### config.mk
export PLATFORM = sky130hd
export DESIGN_NAME = apb_master_bridge
export DESIGN_NICKNAME = d
export VERILOG_FILES = /design/src/rtl/apb_master_bridge.sv
export SDC_FILE = /design/constraint.sdc
export NUM_CORES = 1
export LEC_CHECK = 0
export ABC_CLOCK_PERIOD_IN_PS = 1910
export CORE_MARGIN = 3
export CORE_UTILIZATION = 41
export CTS_CLUSTER_SIZE = 12
export DETAILED_ROUTE_END_ITERATION = 6
export MAX_ROUTING_LAYER = met4
export PLACE_DENSITY_LB_ADDON = 0.3
export SYNTH_ARGS = -nofsm -noshare
export SYNTH_HDL_FRONTEND = slang
export SYNTH_SLANG_ARGS = --single-unit
### constraint.sdc
create_clock -name PCLK -period 1.91 [get_ports PCLK]
set_clock_uncertainty 0.1 [all_clocks]
set_input_delay 0.382 -clock PCLK [delete_from_list [all_inputs] [get_ports PCLK]]
set_output_delay 0.382 -clock PCLK [all_outputs]
set_load 0.02 [all_outputs]
### src/rtl/apb_master_bridge.sv
// apb_master_bridge: single-outstanding valid/ready request -> APB SETUP/ACCESS requester.
// Latency: request accepted at cycle 0, SETUP at 1, ACCESS at 2, rsp_valid at 3 + wait states.
// Backpressure: req_ready only in IDLE; a response is held in RESP until rsp_ready.
// Optional: define APB_MST_TIMEOUT_EN to abort ACCESS after TIMEOUT_CYCLES cycles without PREADY.
module apb_master_bridge #(
  parameter int ADDR_WIDTH     = 32,
  parameter int DATA_WIDTH     = 32,
  parameter int TIMEOUT_CYCLES = 16
) (
  input  logic                  PCLK,
  input  logic                  PRESETn,
  // request stream
  input  logic                  req_valid,
  output logic                  req_ready,
  input  logic                  req_write,
  input  logic [ADDR_WIDTH-1:0] req_addr,
  input  logic [DATA_WIDTH-1:0] req_wdata,
  // response stream
  output logic                  rsp_valid,
  input  logic                  rsp_ready,
  output logic [DATA_WIDTH-1:0] rsp_rdata,
  output logic                  rsp_err,
  // APB requester side
  output logic                  PSEL,
  output logic                  PENABLE,
  output logic [ADDR_WIDTH-1:0] PADDR,
  output logic                  PWRITE,
  output logic [DATA_WIDTH-1:0] PWDATA,
  input  logic [DATA_WIDTH-1:0] PRDATA,
  input  logic                  PREADY,
  input  logic                  PSLVERR
);

  typedef enum logic [1:0] {
    S_IDLE   = 2'd0,
    S_SETUP  = 2'd1,
    S_ACCESS = 2'd2,
    S_RESP   = 2'd3
  } state_e;

  // A zero timeout would abort before the slave could ever answer.
  if (TIMEOUT_CYCLES < 1) begin : g_bad_timeout
    $error("apb_master_bridge: TIMEOUT_CYCLES must be at least 1");
  end

  state_e                  state_q;
  logic                    psel_q;
  logic                    penable_q;
  logic                    pwrite_q;
  logic [ADDR_WIDTH-1:0]   paddr_q;
  logic [DATA_WIDTH-1:0]   pwdata_q;
  logic                    rsp_valid_q;
  logic                    rsp_err_q;
  logic [DATA_WIDTH-1:0]   rsp_rdata_q;
  logic                    tmo_hit;

`ifdef APB_MST_TIMEOUT_EN
  localparam int TMO_W = $clog2(TIMEOUT_CYCLES + 1);

  logic [TMO_W-1:0] tmo_cnt_q;
  logic [TMO_W-1:0] tmo_cnt_d;

  // This waiting cycle would bring the count to TIMEOUT_CYCLES: abort at this edge.
  assign tmo_hit = (state_q == S_ACCESS) && !PREADY &&
                   (tmo_cnt_q == TMO_W'(TIMEOUT_CYCLES - 1));

  // Counter is zero on ACCESS entry and advances on every wait-state cycle.
  always_comb begin
    tmo_cnt_d = tmo_cnt_q;
    if (state_q == S_SETUP) begin
      tmo_cnt_d = '0;
    end else if (state_q == S_ACCESS && !PREADY && !tmo_hit) begin
      tmo_cnt_d = tmo_cnt_q + 1'b1;
    end
  end

  // Wait-state counter register.
  always_ff @(posedge PCLK or negedge PRESETn) begin
    if (!PRESETn) begin
      tmo_cnt_q <= '0;
    end else begin
      tmo_cnt_q <= tmo_cnt_d;
    end
  end
`else
  // Without the timeout the bridge waits on PREADY indefinitely.
  assign tmo_hit = 1'b0;
`endif

  // Transfer FSM; every APB and response output is a register updated here.
  always_ff @(posedge PCLK or negedge PRESETn) begin
    if (!PRESETn) begin
      state_q     <= S_IDLE;
      psel_q      <= 1'b0;
      penable_q   <= 1'b0;
      pwrite_q    <= 1'b0;
      paddr_q     <= '0;
      pwdata_q    <= '0;
      rsp_valid_q <= 1'b0;
      rsp_err_q   <= 1'b0;
      rsp_rdata_q <= '0;
    end else begin
      case (state_q)
        S_IDLE: begin
          // req_ready is high throughout IDLE, so req_valid alone is the handshake.
          if (req_valid) begin
            pwrite_q <= req_write;
            paddr_q  <= req_addr;
            pwdata_q <= req_wdata;
            psel_q   <= 1'b1;
            state_q  <= S_SETUP;
          end
        end
        S_SETUP: begin
          penable_q <= 1'b1;
          state_q   <= S_ACCESS;
        end
        S_ACCESS: begin
          if (PREADY) begin
            rsp_rdata_q <= pwrite_q ? '0 : PRDATA;
            rsp_err_q   <= PSLVERR;
            psel_q      <= 1'b0;
            penable_q   <= 1'b0;
            rsp_valid_q <= 1'b1;
            state_q     <= S_RESP;
          end else if (tmo_hit) begin
            // Abandoned transfer: report an error with no data.
            rsp_rdata_q <= '0;
            rsp_err_q   <= 1'b1;
            psel_q      <= 1'b0;
            penable_q   <= 1'b0;
            rsp_valid_q <= 1'b1;
            state_q     <= S_RESP;
          end
        end
        S_RESP: begin
          // rsp_rdata/rsp_err simply hold; only the valid flag drops on handshake.
          if (rsp_ready) begin
            rsp_valid_q <= 1'b0;
            state_q     <= S_IDLE;
          end
        end
        default: begin
          state_q <= S_IDLE;
        end
      endcase
    end
  end

  // Acceptance is decoded from state only, never from the request inputs.
  assign req_ready = (state_q == S_IDLE);

  assign PSEL      = psel_q;
  assign PENABLE   = penable_q;
  assign PADDR     = paddr_q;
  assign PWRITE    = pwrite_q;
  assign PWDATA    = pwdata_q;
  assign rsp_valid = rsp_valid_q;
  assign rsp_err   = rsp_err_q;
  assign rsp_rdata = rsp_rdata_q;

endmodule

Yosys cells after proc, flatten, opt, wreduce, memory -nomap -nowiden
Cells that the tools add are included.
W data, S select, Z words.

operators by class
  reduce and logical (&&, ||, !) cells = 10
  bitwise operators = 0
  add/sub/neg operators = 0
  $mul = 0
  order comparisons = 0
  div/mod/pow operators = 0
  eq/ne operators = 6
  shift-type cells = 0
  multiplexer cells = 12

operators by type and width
  kind                  number
  $mux W32              1
  $reduce_and A3 Y1     3
  $pmux W2 S4           1
  $mux W2               3
  $ne A2 B2 Y1 const B  3
  $pmux W1 S2           3
  $reduce_and A2 Y1     3
  $reduce_bool A2 Y1    3
  $eq A2 B2 Y1 const B  2
  $mux W1               4
  $eq A2 B1 Y1 const B  1
  $logic_not A2 Y1      1

storage, ports and cells
  register bits = 103
  output and inout bits = 102
  logic and storage cells = 37
  bits in latches = 0
  bits of input ports = 103
  memories = 0
  ROM bits = 0
  memory bits (writable) = 0

Logic depth before layout (Yosys ltp)
Gate-level depths: netlist (run 1).

  depth after elaboration = 3
  gate-level depth with buffers = 7
  gate-level depth less buffers = 5

Worst setup path after synthesis (run 1)
Ideal clock, no wire load.

  path type = flip-flop to flip-flop
  from = register state_q[0]
  to = register state_q[1]
  setup time = 125 ps
  stages on the path, launching flop included = 6
  path slack = 141 ps
  arrival time = 1544 ps
  clock period less this slack = 1769 ps
  cell sequence = dfrtp_1 inv_1 ha_1 and2b_2 a221oi_4 mux2_4

on the way
  longest elaborated chain between the ends = 3
  elaborated cells between the ends (all ways) = 9
  those cells by class = eq/ne: 6; mux: 1; reduce/logical: 2

ends and longest elaborated chain
  element                             line  text
  from (decl)                         46    state_e state_q;
  from (signal assigned)              93    state_q <= S_IDLE;
  from (signal assigned)              111   state_q <= S_SETUP;
  from (signal assigned)              116   state_q <= S_ACCESS;
  $logic_not A2 Y1 (*)                -
  named net req_ready                 14    output logic req_ready,
  $ne A2 B2 Y1 (no source line)       -
  $reduce_and A3 Y1 (no source line)  -

Mark *: on every way through the listed nets, which the timed path passes. The rest lies on a longest branch.
A chain may end at the register's enable or synchronous reset.

Final worst setup path (run 1)
  from = register pwdata_q[2] (netlist: PWDATA[2])
  to = output port PWDATA[2]

RTL lines
  element                 line  text
  from (decl)             51    logic [DATA_WIDTH-1:0] pwdata_q;
  from (signal assigned)  109   pwdata_q <= req_wdata;
  to (decl)               28    output logic [DATA_WIDTH-1:0] PWDATA,

No word-level cell between the ends.

==> summary.md, run 1 <==
| Metric | Value |
|---|---|
| Status | finished, final reports clean |
| Most common cell after layout, fill and taps aside | clkdlybuf4s50_1 |
| Combinational share of power | 54.4% |
| CP bufs+invs | 1 |
| Setup violators final | 0 |
| GRT Resource Usage Total | 19.4% |
| # IOs | 205 |
| Finished Layout Cells | 666 |
| Vias in the first global route | 3339 |
| Final worst-path cycle share | 96.9% |
| Total negative setup slack | 0 ns |
| # rows | 36 |
| Routed wire length | 11000 µm |
| CP top delay family | buffers and inverters |
| Via count | 3122 |
| Die area | 0.0119 mm² |
| Most frequent cells in the layout | clkdlybuf4s50_1, dfrtp_1, mux2_4 |
| Sw frac | 35.8% |
| CP Launch Type | flip-flop |
| Mux cell area share after synthesis | 22.2% |
| Tot Pwr | 11.8 mW |
| CP arrival | 1.37 ns |
| Leak | 3.16 nW |
| Final Critical Period | 1.85 ns |
| Nets@finish | 637 |
| Setup bufs post-CTS | 0 |
| Via density | 4.69 |
| Syn Nets | 421 |
| Fillers | 747 |
| Final hold slack | 0.389 ns |
| Syn_area_per_cell | 13.9 µm² |
| Xor/xnor share of the synthesized area | 0% |
| First-pass GRT wire length | 17300 µm |
| H-tree depth | 3 |
| DRC viols | 0 |
| GPL Wtd Cong | 0.751 |
| Critical path's slowest cell | clkdlybuf4s50_1 |
| Core ar. | 0.0100 mm² |
| Die Wd | 109 µm |
| Routed wire length per instance | 16.5 µm |
| Max incr delay on CP | 0.62 ns |
| Post-synthesis simple-gate area fraction | 8.41% |
| Crit path kind | reg2out |
| Die Height | 109 µm |
| YS warnings | 0 |
| Clk pwr share | 13.0% |
| Later-pin clock latency in the skew report | 0.36 ns |
| Worst min path class | reg2reg |
| Hold violation total from the final report | 0 |
| Maximum net fanout on the critical path | 2 |
| Least-Margin Pin Slew | 0.402 ns |
| Area grow syn2layout | 58.4% |
| Area leader, netlist | dfrtp_1 |
| Compound-gate portion of the synthesized area | 5.18% |
| Post-synthesis sequential area ratio | 59.3% |
| Crit end category | output pin |
| Flop pwr share | 32.6% |
| CTS Buf Count | 9 |
| TritonCTS clock tree | done |
| Max cap viols | 0 |
| Initial Utilization | 43.2% |
| Worst-path clk slew | 0.10 ns |
| Register bit total from synthesis | 103 |
| Psw | 4.23 mW |
| Post-placement cell count | 649 |
| Peak supply drop | 0.821 mV |
| Ratio of cells with drive above 1 in the final layout | 20.3% |
| Port Buffer Count | 204 |
| Worst path required time | 1.43 ns |
| Synth area leaders | dfrtp_1, mux2_4, nand2b_1 |
| Cells after synthesis | 312 |
| Synth Area in Adders | 1.73% |
| Yosys cell types | 21 |
| Initial antenna violation count | 0 |
| Detailed placer's ending HPWL | 8410 µm |
| Initial DRC Count | 125 |
| Pre-antenna DRT Iters | 4 |
| Grt total ovfl | 0 |
| Synth top area share | 59.3% |
| P_int | 7.57 mW |
| Largest net degree at the start of global routing | 40 |
| Maximum clock insertion buffer count | 2 |
| CP Cell Sequence | clkdlybuf4s50_1 |
| Root buf cell | clkbuf_8 |
| Inserted Diodes | 0 |
| Slew HR | 73.2% |
| Combinational family with the most area after synthesis | multiplexers |
| Post-Syn Area | 0.00434 mm² |
| Clk sinks | 103 |
| Pwr dens | 1710 mW/mm² |
| Antenna-violating nets left | 0 |
| F_max | 540 MHz |
| RSZ-0062 raised after global routing | false |
| Final slew viol count | 0 |
[cell usage after synthesis]
master / number
a22o_1: 1
a221oi_4: 1
nand3_1: 1
o21ai_0: 34
inv_1: 5
ha_1: 6
buf_2: 6
clkbuf_1: 5
mux2_4: 51
mux2i_1: 2
or2_2: 1
mux2_2: 16
buf_6: 6
dfrtp_1: 103
a221oi_1: 1
o22ai_1: 1
nor2_1: 1
a21oi_1: 1
and2b_2: 1
nand2b_1: 33
nand2_1: 36
[per-stage QoR]
step	utilization, %	area, µm²	worst slack, ns
after detailed placement	66.0	6630	0.0239
final	68.5	6880	0.0588
after global placement	66.0	6630	0.0656
after floorplan	-	4340	0.141
after CTS	68.4	6880	0.00329
after global routing	68.5	6880	0.00131
[routing by layer]
layer	GRT usage [%]	wire [µm]	vias up
li1	-	-	1480
met1	22.4	4250	1524
met2	33.9	5860	102
met3	4.20	653	16
met4	5.95	212	0
met5	-	0	-
[timing repair]
action | CTS | global route
hold buffers | 1 | 0
gates resized for setup | 3 | 7
hold endpoints to repair | 25 | 0
setup endpoints to repair | 1 | 34
cloned | 0 | 0
[layout make-up]
type | count | area (µm²) | share of cell area, %
clock buffer | 10 | 138 | 2.00
clock inverter | 6 | 92.6 | 1.35
sequential | 103 | 2580 | 37.5
tap | 133 | 166 | 2.42
inverter | 5 | 18.8 | 0.273
multi-input combinational | 187 | 1640 | 23.9
timing repair buffer | 222 | 2250 | 32.6
[flip-flops by register name (all words and copies together) (netlist names)]
register   flops
PADDR         32
PWDATA        32
rsp_rdata     32
state_q        2
PENABLE        1
PSEL           1
PWRITE         1
rsp_err        1
rsp_valid      1
[power by group through the flow]
stage          combinational (mW)  clock (mW)  sequential [mW]
4_1_cts                      6.52        1.59             3.87
3_3_place_gp                 6.38           0             3.84
6_report                     6.42        1.53             3.85
5_1_grt                      6.83        1.67             4.00
3_5_place_dp                 6.50           0             3.89
2_1_floorplan                2.23           0             5.14
[cells by family after synthesis]
group           count (synthesis)
simple gates                   73
fa+ha+maj                       6
compound gates                 39
mux                            69
flops                         103
buf+inv                        22
[final timing paths]
| check | depth (start not counted) | to | from | slack, ns |
|---|---|---|---|---|
| min reg2reg | 2 | rsp_rdata[29] | rsp_rdata[29] | 0.39 |
| min | 2 | rsp_rdata[29] | rsp_rdata[29] | 0.39 |
| max | 1 | PWDATA[2] | PWDATA[2] | 0.06 |
| max reg2reg | 6 | state_q[1] | state_q[1] | 0.08 |
| max in group asynchronous | 3 | PENABLE | PRESETn | 0.75 |
| min in group asynchronous | 2 | PWDATA[14] | PRESETn | 0.41 |
No activity file was read; power rests on OpenSTA's default activity.
==> run 2: changes to the inputs <==
--- a/config.mk
+++ b/config.mk
@@ -11,7 +11,8 @@
 export CTS_CLUSTER_SIZE = 12
 export DETAILED_ROUTE_END_ITERATION = 6
 export MAX_ROUTING_LAYER = met4
-export PLACE_DENSITY_LB_ADDON = 0.3
+export PLACE_DENSITY = 0.82
+export REMOVE_ABC_BUFFERS = 1
 export SYNTH_ARGS = -nofsm -noshare
 export SYNTH_HDL_FRONTEND = slang
 export SYNTH_SLANG_ARGS = --single-unit
==> summary.md, run 2 (same netlist as run 1, synthesis figures left out) <==
| Metric | Value |
|---|---|
| Status | finished, final reports clean |
| Final instance area | 0.00696 mm² (+1.1%) |
| Pre-antenna DRT Iters | 4 (unchanged) |
| GPL Wtd Cong | 0.847 (+13%) |
| Initial Utilization | 43.2% (unchanged) |
| Fillers | 725 (-2.9%) |
| Setup violators final | 0 (unchanged) |
| Worst-path clk slew | 0.10 ns (about the same) |
| Die Wd | 109 µm (unchanged) |
| Least-Margin Pin Slew | 0.367 ns (-0.0350 ns) |
| Sw frac | 35.3% (-0.56 points) |
| CP bufs+invs | 1 (unchanged) |
| RSZ-0062 raised after global routing | false |
| CP top delay family | buffers and inverters |
| Detailed placer's ending HPWL | 8900 µm (+5.9%) |
| Most common cell after layout, fill and taps aside | clkdlybuf4s50_1 |
| Largest net degree at the start of global routing | 59 (+48%) |
| Tot Pwr | 12.1 mW (+2.7%) |
| CTS Buf Count | 9 (unchanged) |
| First-pass GRT wire length | 18000 µm (+4.1%) |
| Setup WS post-layout | 0.0525 ns (-0.00624 ns) |
| P_int | 7.85 mW (+3.6%) |
| CP arrival | 1.38 ns (about the same) |
| Antenna-violating nets left | 0 (unchanged) |
| Inserted Diodes | 0 (unchanged) |
| Clk sinks | 103 (unchanged) |
| Crit end category | output pin |
| Die Height | 109 µm (unchanged) |
| Setup bufs post-CTS | 0 (unchanged) |
| Worst min path class | in2async |
| Via count | 3159 (+1.2%) |
| CP Depth | 1 (unchanged) |
| Maximum clock insertion buffer count | 2 (unchanged) |
| CP Cell Sequence | clkdlybuf4s50_1 |
| Max incr delay on CP | 0.63 ns (about the same) |
| Grt total ovfl | 0 (unchanged) |
| Port Buffer Count | 204 (unchanged) |
| Leak | 3.30 nW (+4.4%) |
| Routed wire length | 11600 µm (+5.7%) |
| Setup Slack @ Placement | 0.0312 ns (+0.00734 ns) |
| Root buf cell | clkbuf_8 |
| Crit path kind | reg2out |
| H-tree depth | 3 (unchanged) |
| Clk pwr share | 14.9% (+1.9 points) |
| Core ar. | 0.0100 mm² (unchanged) |
| Final slew viol count | 0 (unchanged) |
| Later-pin clock latency in the skew report | 0.37 ns (about the same) |
| Final Critical Period | 1.86 ns (+0.00624 ns) |
| Max cap viols | 0 (unchanged) |
| TritonCTS clock tree | done |
| # IOs | 205 (unchanged) |
| GRT Resource Usage Total | 20.5% (+1.1 points) |
| Final worst-path cycle share | 97.2% (+0.33 points) |
| Ratio of cells with drive above 1 in the final layout | 20.2% (-0.11 points) |
| Combinational share of power | 53.3% (-1.1 points) |
| DRC viols | 0 (unchanged) |
| Maximum net fanout on the critical path | 2 (unchanged) |
| Area grow syn2layout | 60.1% |
| R2r worst-path depth | 6 (unchanged) |
| F_max | 538 MHz (-0.34%) |
| Area after DPL | 0.00663 mm² (about the same) |
| Psw | 4.28 mW (+1.1%) |
| # rows | 36 (unchanged) |
| Hold violation total from the final report | 0 (unchanged) |
| Most frequent cells in the layout | clkdlybuf4s50_1, dfrtp_1, mux2_4 |
| Critical path's slowest cell | clkdlybuf4s50_1 |
| Peak supply drop | 0.809 mV (-1.4%) |
| Finished Layout Cells | 664 (-0.30%) |
| Post-placement cell count | 647 (-0.31%) |
| Routed wire length per instance | 17.5 µm (+6.0%) |
| Die area | 0.0119 mm² (unchanged) |
| Via density | 4.76 (+1.5%) |
| Flop pwr share | 31.8% (-0.8 points) |
| Initial antenna violation count | 0 (unchanged) |
| Worst path required time | 1.43 ns (about the same) |
| Nets@finish | 635 (-0.31%) |
| Slew HR | 75.5% (+2.3 points) |
| Vias in the first global route | 3380 (+1.2%) |
| Initial DRC Count | 143 (+14%) |
| CP Launch Type | flip-flop |
| Pwr dens | 1740 mW/mm² (+1.6%) |
## run 2: cell types whose count changed in the layout (fill, tap and decap cells not counted), sizes merged, moves of 2 or more
cell,previous run,this run
dlymetal6s2s,5,16
dlygate4sd2,0,3
buf,19,17
bufinv,2,4
clkdlybuf4s50,197,183
## run 2: what timing repair did
item / in CTS / in global routing
endpoints found under the hold margin: 25 / 0
gates resized for setup: 6 / 19
hold buffers: 1 / 0
setup endpoints to repair: 4 / 21
## run 2: through the flow
stage	setup TNS [ns]	utilization (%)	hold slack (ns)
after CTS	0	68.9	0.349
after detailed placement	0	66.0	0.222
final	0	69.3	0.373
after global routing	0	69.3	0.395
after global placement	0	66.0	0.224
after floorplan	-109.56	-	-0.0136
## run 2: path summary, 6_finish.rpt
check                             start  slack (ns)      endpoint
hold reg to reg            rsp_rdata[2]        0.38  rsp_rdata[2]
min in group PCLK          rsp_rdata[2]        0.38  rsp_rdata[2]
hold / removal                  PRESETn        0.37    PWDATA[10]
setup reg to reg             state_q[0]        0.11    state_q[1]
setup / recovery             PWDATA[23]        0.05    PWDATA[23]
max in group asynchronous       PRESETn        0.80     PADDR[29]
## run 2: area by class of cell
cell class | count | area [µm²] | area share, %
multi-input cells | 187 | 1650 | 23.7
flip-flops and latches | 103 | 2580 | 37.1
repair buffers | 220 | 2270 | 32.6
clock inverters | 5 | 128 | 1.83
inverters | 5 | 18.8 | 0.270
well taps | 133 | 166 | 2.39
clock buffers | 11 | 151 | 2.18
## run 2: per-layer routing
metal	vias to the layer above	GRT usage [%]	routed length, µm
met3	17	5.92	797
met5	-	-	0
met4	0	5.68	194
li1	1478	-	-
met1	1540	23.2	4470
met2	124	35.5	6140
## run 2: power by group through the flow
stage / Sequential (mW) / Combinational (mW) / Clock (mW)
detailed placement: 3.91 / 6.55 / 0
CTS: 3.88 / 6.57 / 1.87
finish: 3.85 / 6.46 / 1.81
global placement: 3.83 / 6.40 / 0
global route: 4.00 / 6.85 / 1.97
floorplan: 5.17 / 2.20 / 0
